--- src/rtl/memtrace_record_serializer.sv ---
// Serializes captured memory requests into a byte-wide valid/ready trace stream, one record per request.
// Defining MEMTRACE_TIMESTAMP_EN adds a 4-byte accept-cycle timestamp after the header.
module memtrace_record_serializer #(
  parameter int ADDR_W = 32,
  parameter int DATA_W = 32,
  parameter int LANE_W = 4
) (
  input  logic              clock,
  input  logic              reset,
  input  logic              req_valid,
  output logic              req_ready,
  input  logic              req_is_store,
  input  logic [1:0]        req_size,
  input  logic [LANE_W-1:0] req_lane,
  input  logic [ADDR_W-1:0] req_addr,
  input  logic [DATA_W-1:0] req_data,
  output logic              trace_write_valid,
  input  logic              trace_write_ready,
  output logic [7:0]        trace_write_bits,
  output logic [31:0]       records_emitted
);

  localparam int ADDR_BYTES = ADDR_W / 8;
  localparam int DATA_BYTES = DATA_W / 8;
  localparam int TS_BYTES   = 4;
  localparam int MAX_AD     = (ADDR_BYTES > DATA_BYTES) ? ADDR_BYTES : DATA_BYTES;
  localparam int MAX_BYTES  = (MAX_AD > TS_BYTES) ? MAX_AD : TS_BYTES;
  localparam int IDX_W      = $clog2(MAX_BYTES + 1);

  // Data field length is 1<<size, clamped to the data bus width.
  localparam int SZ1 = (DATA_BYTES < 2) ? DATA_BYTES : 2;
  localparam int SZ2 = (DATA_BYTES < 4) ? DATA_BYTES : 4;
  localparam int SZ3 = (DATA_BYTES < 8) ? DATA_BYTES : 8;

  localparam logic [IDX_W-1:0] ADDR_LAST = IDX_W'(ADDR_BYTES - 1);

  typedef enum logic [2:0] {
    S_IDLE,
    S_HDR,
    S_TS,
    S_ADDR,
    S_DATA
  } state_t;

  state_t            state;
  state_t            state_nxt;
  logic [IDX_W-1:0]  byte_idx;
  logic [IDX_W-1:0]  idx_nxt;
  logic [IDX_W-1:0]  data_last;
  logic              last_byte;
  logic              accept;

  logic              rec_is_store;
  logic [1:0]        rec_size;
  logic [LANE_W-1:0] rec_lane;
  logic [ADDR_W-1:0] rec_addr;
  logic [DATA_W-1:0] rec_data;
  logic [ADDR_W-1:0] addr_shift;
  logic [DATA_W-1:0] data_shift;

`ifdef MEMTRACE_TIMESTAMP_EN
  localparam logic [IDX_W-1:0] TS_LAST = IDX_W'(TS_BYTES - 1);

  logic [31:0] ts_count;
  logic [31:0] rec_ts;
  logic [31:0] ts_shift;

  always_ff @(posedge clock) begin
    if (!reset) begin
      ts_count <= 32'd0;
      rec_ts   <= 32'd0;
    end else begin
      ts_count <= ts_count + 32'd1;
      if (accept) rec_ts <= ts_count;
    end
  end

  assign ts_shift = rec_ts >> {byte_idx, 3'b000};
`endif

  assign addr_shift = rec_addr >> {byte_idx, 3'b000};
  assign data_shift = rec_data >> {byte_idx, 3'b000};

  always_comb begin
    data_last = '0;
    case (rec_size)
      2'd0:    data_last = '0;
      2'd1:    data_last = IDX_W'(SZ1 - 1);
      2'd2:    data_last = IDX_W'(SZ2 - 1);
      default: data_last = IDX_W'(SZ3 - 1);
    endcase
  end

  // Final byte of a record: end of ADDR for loads, end of DATA for stores.
  always_comb begin
    last_byte = 1'b0;
    if (state == S_ADDR)
      last_byte = !rec_is_store && (byte_idx == ADDR_LAST);
    else if (state == S_DATA)
      last_byte = (byte_idx == data_last);
  end

  assign req_ready         = reset && ((state == S_IDLE) || (last_byte && trace_write_ready));
  assign accept            = req_valid && req_ready;
  assign trace_write_valid = (state != S_IDLE);

  always_comb begin
    state_nxt        = state;
    idx_nxt          = byte_idx;
    trace_write_bits = 8'h00;
    case (state)
      S_IDLE: begin
        if (accept) begin
          state_nxt = S_HDR;
          idx_nxt   = '0;
        end
      end
      S_HDR: begin
        trace_write_bits = {1'b1, rec_is_store, rec_size, 4'(rec_lane)};
        if (trace_write_ready) begin
`ifdef MEMTRACE_TIMESTAMP_EN
          state_nxt = S_TS;
`else
          state_nxt = S_ADDR;
`endif
          idx_nxt = '0;
        end
      end
`ifdef MEMTRACE_TIMESTAMP_EN
      S_TS: begin
        trace_write_bits = ts_shift[7:0];
        if (trace_write_ready) begin
          if (byte_idx == TS_LAST) begin
            state_nxt = S_ADDR;
            idx_nxt   = '0;
          end else begin
            idx_nxt = byte_idx + IDX_W'(1);
          end
        end
      end
`endif
      S_ADDR: begin
        trace_write_bits = addr_shift[7:0];
        if (trace_write_ready) begin
          if (byte_idx != ADDR_LAST) begin
            idx_nxt = byte_idx + IDX_W'(1);
          end else if (rec_is_store) begin
            state_nxt = S_DATA;
            idx_nxt   = '0;
          end else begin
            state_nxt = accept ? S_HDR : S_IDLE;
            idx_nxt   = '0;
          end
        end
      end
      S_DATA: begin
        trace_write_bits = data_shift[7:0];
        if (trace_write_ready) begin
          if (byte_idx != data_last) begin
            idx_nxt = byte_idx + IDX_W'(1);
          end else begin
            state_nxt = accept ? S_HDR : S_IDLE;
            idx_nxt   = '0;
          end
        end
      end
      default: begin
        state_nxt = S_IDLE;
        idx_nxt   = '0;
      end
    endcase
  end

  // Record register only loads on accept, which never overlaps a byte still owed from it.
  always_ff @(posedge clock) begin
    if (!reset) begin
      state           <= S_IDLE;
      byte_idx        <= '0;
      rec_is_store    <= 1'b0;
      rec_size        <= 2'd0;
      rec_lane        <= '0;
      rec_addr        <= '0;
      rec_data        <= '0;
      records_emitted <= 32'd0;
    end else begin
      state    <= state_nxt;
      byte_idx <= idx_nxt;
      if (accept) begin
        rec_is_store <= req_is_store;
        rec_size     <= req_size;
        rec_lane     <= req_lane;
        rec_addr     <= req_addr;
        rec_data     <= req_data;
      end
      if (last_byte && trace_write_ready)
        records_emitted <= records_emitted + 32'd1;
    end
  end

endmodule

--- config.mk ---
export PLATFORM = sky130hd
export DESIGN_NAME = memtrace_record_serializer
export DESIGN_NICKNAME = d
export VERILOG_FILES = /design/src/rtl/memtrace_record_serializer.sv
export SDC_FILE = /design/constraint.sdc
export NUM_CORES = 1
export LEC_CHECK = 0
export ABC_AREA = 0
export CAP_MARGIN = 0
export CORE_ASPECT_RATIO = 1.2
export CORE_UTILIZATION = 46
export CTS_CLUSTER_SIZE = 10
export DETAILED_ROUTE_END_ITERATION = 7
export PLACE_DENSITY_LB_ADDON = 0.15
export SYNTH_ARGS = -nofsm -noshare
export SYNTH_HDL_FRONTEND = slang
export SYNTH_SLANG_ARGS = --single-unit
--- constraint.sdc ---
create_clock -name clock -period 2.4 [get_ports clock]
set_input_delay 0.48 -clock clock [delete_from_list [all_inputs] [get_ports clock]]
set_output_delay 0.48 -clock clock [all_outputs]
set_load 0.01 [all_outputs]
==> flow_metrics.py, run 1 <==
metrics = {
    "run_status": {
        "status": "finished, violations left",
        "violations": "negative setup slack",
    },
    "placed_design": {
        "place.gp.congestion": 0.839,
        "place_inst": 872,
        "hpwl_um": 9510,
        "io_buffer_count": 116,
    },
    "layout": {
        "num_antenna_cells": 0,
        "seq_area_um2": 2190,
        "finalNetCount": 815,
        "multi_input_area_um2": 2760,
        "area_growth_pct": 38.6,
        "final_cells": 895,
        "drive_gt1_share_pct": 16.1,
        "fill_cells": 961,
    },
    "timing": {
        "whs_ns": 0.454,
        "worstMarginPinSlew_ns": 0.514,
        "fin_skew_ns": 0.00677,
        "setup_viol": 7,
        "fin_crit_sh_pct": 104,
        "final-hold-violation-count": 0,
        "period_needed_ns": 2.50,
        "rsz0062_at_grt": "true",
        "slew_viol_final": 0,
        "finalSetupTns_ns": -0.459,
        "relSlewSlack_pct": 65.7,
        "fin_ws_ns": -0.0981,
        "fmax_mhz": 400,
    },
    "critical_path": {
        "path_common_cell": "buf_6",
        "worstSetupPathType": "reg -> out",
        "reg2reg_from": "state[1]",
        "cp.arrival_ns": 2.02,
        "cp-start-kind": "register",
        "rrSetupSlack_ns": 0.05,
        "r2r_cells": 9,
        "path_cells": "buf_6, nor3b_4, buf_6, buf_12, mux4_2, a22oi_2, nand2_1, buf_2",
        "rr_endpoint": "records_emitted[23]",
        "worst_setup_path_end_kind": "output pin",
        "cpMaxStageDelayCell": "mux4_2",
        "crit_required_ns": 1.92,
        "worst-path-max-fanout": 7,
        "max_stage_delay_ns": 0.36,
    },
    "job": {
        "drv_cap": 0,
    },
    "synth": {
        "synth_top_cell_area_share_pct": 41.2,
        "synth-main-ff-cell": "dfxtp_1",
        "syn_nets": 673,
        "yosys.cell_count.top_type": "dfxtp_1",
        "synth_cells": 594,
        "synth_edf_count": 0,
        "synthArstFlopShare_pct": 0,
        "ys_types": 51,
        "synth.yosys.seq_area_share_pct": 41.2,
        "synth_area_leaders": "dfxtp_1 41%, mux2i_1 14%, nand2_1 7.2%, mux4_2 6.8%, inv_1 5.5%",
        "synth_largest_area_cell": "dfxtp_1",
        "synthesis.area_um2": 5300,
        "synth_common_cells": "109 x dfxtp_1, 102 x nand2_1, 78 x inv_1",
        "synth.yosys.warnings": 0,
        "synth-seq-cells": 109,
        "avgSynthCellArea_um2": 8.92,
    },
    "grt": {
        "grt_pass1_wl_um": 21300,
        "overflow": 0,
        "grt_usage_pct": 22.8,
        "grt_pass1_vias": 4544,
        "antenna_found_initial": 0,
        "grt_max_degree": 53,
    },
    "min_path": {
        "min_path_cells": 2,
        "hp-start": "rec_data[15]",
        "whs_endpoint": "rec_data[15]",
        "hold_path_class": "reg -> reg",
    },
    "clock_network": {
        "cts.sinks": 109,
        "clock_latency_ns": 0.35,
        "clk_path_buf_depth": 2,
        "cts_tree": "yes",
        "root_buffer": "clkbuf_16",
        "clk_pin_slew_ns": 0.07,
        "ctsHtreeMaxLevel": 3,
        "numCtsBuffers": 9,
        "hold_buffers": 0,
    },
    "pwr": {
        "comb_power_share_pct": 17.9,
        "power.internal_w": 0.00337,
        "vdd_ir_drop_max_uv": 419,
        "leakagePower_nw": 2.94,
        "clockPowerShare_pct": 36.6,
        "power_switching_w": 0.00112,
        "switching_share_pct": 25.0,
        "pwr-share-seq_pct": 45.5,
        "p_per_area_nw_per_um2": 612,
    },
    "drt": {
        "wire_per_inst_um": 14.7,
        "first_pass_iters": 4,
        "ant_nets": 0,
        "viasPerCell": 5.19,
        "drt_iter0_drc": 174,
        "drt_wl_total_um": 13100,
        "remaining_drc_errors": 0,
        "vias": 4645,
    },
    "die": {
        "die_h_um": 120,
        "pin_count": 117,
        "rows": 42,
        "start_util_pct": 47.6,
        "die_x_um": 100,
        "coreArea_um2": 11100,
        "dieArea_um2": 12000,
    },
}
placed cells by master, fill, tap and decap left out, types with 16 or more instances in the layout:
cell type          n
a21oi_1           21
buf_4             33
clkdlybuf4s50_1  106
dfxtp_1          104
inv_1             78
mux2i_1           73
mux4_2            16
nand2_1          102
nand3_1           17
nor2_1            22
per-layer routing:
| layer | vias up | GRT usage (%) | share of wire [%] |
|---|---|---|---|
| li1 | 2298 | - | - |
| met1 | 2201 | 26.8 | 41 |
| met2 | 127 | 41.1 | 53 |
| met3 | 19 | 3.38 | 3.4 |
| met4 | 0 | 9.87 | 2.1 |
| met5 | - | 0 | 0 |
worst max-delay path: cells and delay by family (launching register included):
family                 cells  cell delay [ns]
DFF                        1             0.32
buffers and inverters      4             0.52
and+or+nand+nor            2             0.30
AOI/OAI and AO/OA          1             0.15
muxes                      1             0.36
sequential cells by signal (all words and copies together), names as in the netlist:
signal and cells:
rec_data 32, byte_idx 3, state 3, rec_is_store 1
rec_size 2, rec_addr 32, rec_lane 4, records_emitted 32
how the worst max path moves through the flow:
stage | cells after the start | startpoint | slack (ns) | endpoint
after global placement | 6 | trace_write_ready | -0.18 | req_ready
after detailed placement | 6 | trace_write_ready | -0.20 | req_ready
after floorplan | 6 | state[2] | 0.02 | trace_write_bits[1]
final | 8 | state[0] | -0.1 | trace_write_bits[4]
after CTS | 8 | state[1] | -0.1 | trace_write_bits[4]
after global routing | 8 | state[0] | -0.15 | trace_write_bits[4]
kinds of logic after synthesis:
group / Yosys count / synth area share, %
simple gates: 207 / 19.2
xor+xnor: 13 / 2.15
mux: 89 / 20.6
fa+ha+maj: 4 / 0.945
compound gates: 63 / 7.84
buf+inv: 109 / 8.15
flops: 109 / 41.2
power by group through the flow:
stage               sequential (W)  combinational [W]  clock, W
global placement           0.00207           0.000764         0
floorplan                  0.00206           0.000439         0
global route               0.00206           0.000873   0.00176
CTS                        0.00204           0.000799   0.00167
finish                     0.00204           0.000806   0.00164
detailed placement         0.00208           0.000782         0
what timing repair did:
item / in CTS / in global routing
setup endpoints to repair: 9 / 23
pin swaps: 17 / 13
buffers inserted: 6 / 1
gates cloned: 1 / 0
resized for setup: 55 / 12
cell type report:
cell class | count | share of cell area [%]
multi-input cells | 376 | 37.6
flip-flops and latches | 109 | 29.8
repair buffers | 162 | 21.4
well taps | 154 | 2.62
clock inverters | 5 | 1.11
inverters | 78 | 3.99
clock buffers | 11 | 3.44
stage by stage:
stage	setup WS, ns	area [um^2]	util [%]	power, W
2_1_floorplan	0.0202	5300	-	0.00250
3_3_place_gp	-0.184	6890	61.9	0.00284
3_5_place_dp	-0.205	6890	61.9	0.00286
4_1_cts	-0.0994	7330	65.8	0.00451
5_1_grt	-0.145	7340	65.9	0.00469
6_report	-0.0981	7340	65.9	0.00449
Note: power is estimated with default switching activity, not from simulation.
==> inputs of run 2 (changes only) <==
--- a/config.mk
+++ b/config.mk
@@ -11,6 +11,7 @@
 export CORE_UTILIZATION = 46
 export CTS_CLUSTER_SIZE = 10
 export DETAILED_ROUTE_END_ITERATION = 7
+export MAX_ROUTING_LAYER = met4
 export PLACE_DENSITY_LB_ADDON = 0.15
 export SYNTH_ARGS = -nofsm -noshare
 export SYNTH_HDL_FRONTEND = slang
==> run 2 against run 1 <==
Net effect:
- the run still ends with negative setup slack left
- sequential cell count did not move
- register-to-register slack barely moved
- sequential share of layout area unchanged
- worst setup slack improved by 0.011 ns
- fmax is 0.45% higher
- core utilization did not move
- first-iteration DRC count decreased by 17%
- sequential power about the same
- clock power barely moved
- clock skew is 0.0012 ns lower
- critical path type unchanged
- critical endpoint unchanged
==> flow_metrics.py, run 2 (synthesized netlist as in run 1, its figures left out) <==
metrics = {
    "run_status": {
        "violations": "negative setup slack",
        "status": "finished, violations left",
    },
    "clock_network": {
        "numCtsBuffers": 9,
        "clk_pin_slew_ns": 0.07,
        "clock_latency_ns": 0.34,
        "ctsHtreeMaxLevel": 3,
        "clk_path_buf_depth": 2,
        "cts_tree": "yes",
        "cts.sinks": 109,
        "root_buffer": "clkbuf_16",
    },
    "die": {
        "start_util_pct": 47.6,
        "dieArea_um2": 12000,
        "die_x_um": 100,
        "pin_count": 117,
        "rows": 42,
        "coreArea_um2": 11100,
        "die_h_um": 120,
    },
    "layout": {
        "finalNetCount": 815,
        "seq_area_um2": 2190,
        "multi_input_area_um2": 2760,
        "num_antenna_cells": 0,
        "drive_gt1_share_pct": 16.1,
        "fill_cells": 961,
        "layout_commonest_cell": "clkdlybuf4s50_1",
        "reg_top3": "rec_addr x32, rec_data x32, records_emitted x32",
        "final_cell_mix": "106 x clkdlybuf4s50_1, 104 x dfxtp_1, 102 x nand2_1, 78 x inv_1, 73 x mux2i_1",
        "area_growth_pct": 38.6,
        "finish.instance_area_um2": 7340,
    },
    "drt": {
        "viasPerCell": 5.18,
        "remaining_drc_errors": 0,
        "drt_wl_total_um": 13100,
        "wire_per_inst_um": 14.6,
        "vias": 4632,
        "first_pass_iters": 4,
        "ant_nets": 0,
        "drt_iter0_drc": 144,
    },
    "critical_path": {
        "startpoint": "state[0]",
        "cp.arrival_ns": 2.01,
        "worst-path-max-fanout": 7,
        "worstSetupPathType": "reg -> out",
        "crit_required_ns": 1.92,
        "worst_setup_path_end_kind": "output pin",
        "reg2reg_from": "state[1]",
        "cp-start-kind": "register",
    },
    "pwr": {
        "clockPowerShare_pct": 36.6,
        "p_per_area_nw_per_um2": 611,
        "vdd_ir_drop_max_uv": 417,
        "power_switching_w": 0.00112,
        "leakagePower_nw": 2.94,
        "comb_power_share_pct": 17.9,
        "pwr-share-seq_pct": 45.5,
        "power.internal_w": 0.00337,
        "switching_share_pct": 24.9,
    },
    "timing": {
        "final-hold-violation-count": 0,
        "period_needed_ns": 2.49,
        "fin_skew_ns": 0.00561,
        "setup_viol": 7,
        "slew_viol_final": 0,
        "worstMarginPinSlew_ns": 0.517,
        "fin_ws_ns": -0.0868,
        "relSlewSlack_pct": 65.6,
        "fmax_mhz": 402,
        "fin_crit_sh_pct": 104,
        "rsz0062_at_grt": "true",
    },
    "grt": {
        "grt_max_degree": 53,
        "grt_pass1_wl_um": 21300,
        "overflow": 0,
        "grt_pass1_vias": 4540,
        "grt_usage_pct": 23.5,
        "antenna_found_initial": 0,
    },
    "placed_design": {
        "hpwl_um": 9510,
        "io_buffer_count": 116,
        "place.gp.congestion": 0.852,
        "dpl_cell_area_um2": 6890,
        "dpl_worst_slack_ns": -0.205,
    },
    "job": {
        "drv_cap": 0,
    },
    "min_path": {
        "hold_path_class": "reg -> reg",
        "hp-start": "rec_data[15]",
    },
}
==> run 2: area by class of cell <==
cell class / instances / share of cell area [%]
clock inverters: 5 / 1.11
well taps: 154 / 2.62
clock buffers: 11 / 3.44
multi-input cells: 376 / 37.6
repair buffers: 162 / 21.4
flip-flops and latches: 109 / 29.8
inverters: 78 / 3.99
==> run 2: worst max-delay path, stage by stage (launching register included) <==
cell and delay [ns]:
dfxtp_2 0.32, buf_6 0.12, nor3b_4 0.23, buf_6 0.14, buf_12 0.12, mux4_2 0.36, a22oi_2 0.15, nand2_1 0.08
buf_2 0.14
==> run 2: metrics by stage <==
step	power (W)	util, %	hold slack, ns	TNS, ns	instances
finish	0.00449	65.9	0.453	-0.387	895
floorplan	0.00250	-	0.432	0	594
global route	0.00469	65.9	0.473	-0.927	895
global placement	0.00284	61.9	0.440	-1.75	872
CTS	0.00451	65.8	0.457	-0.460	895
detailed placement	0.00286	61.9	0.446	-2.26	872
==> run 2: layer usage <==
layer | part of all wire, % | global-route usage, % | vias to the layer above
met1 | 41 | 26.8 | 2185
li1 | - | - | 2304
met3 | 3.6 | 3.15 | 18
met4 | 1.9 | 9.87 | 0
met5 | 0 | - | -
met2 | 54 | 41.1 | 125
==> run 2: power groups by stage <==
stage | clock network [W] | logic [W] | registers, W
floorplan | 0 | 0.000439 | 0.00206
global placement | 0 | 0.000764 | 0.00207
detailed placement | 0 | 0.000782 | 0.00208
CTS | 0.00167 | 0.000799 | 0.00204
global route | 0.00176 | 0.000872 | 0.00206
finish | 0.00164 | 0.000805 | 0.00204
==> run 2: timing repair <==
item / in CTS / in global routing
resized for setup: 55 / 12
endpoints found under the setup margin: 9 / 23
gates cloned: 1 / 0
hold buffers: 0 / 0
buffers inserted: 6 / 1
pin swaps: 17 / 13
==> run 2: path summary, 6_finish.rpt <==
check | depth (start not counted) | endpoint | slack [ns]
worst min-delay path | 2 | rec_data[15] | 0.45
worst max-delay path | 8 | trace_write_bits[4] | -0.09
worst min register to register | 2 | rec_data[15] | 0.45
worst max register to register | 9 | records_emitted[23] | 0.05
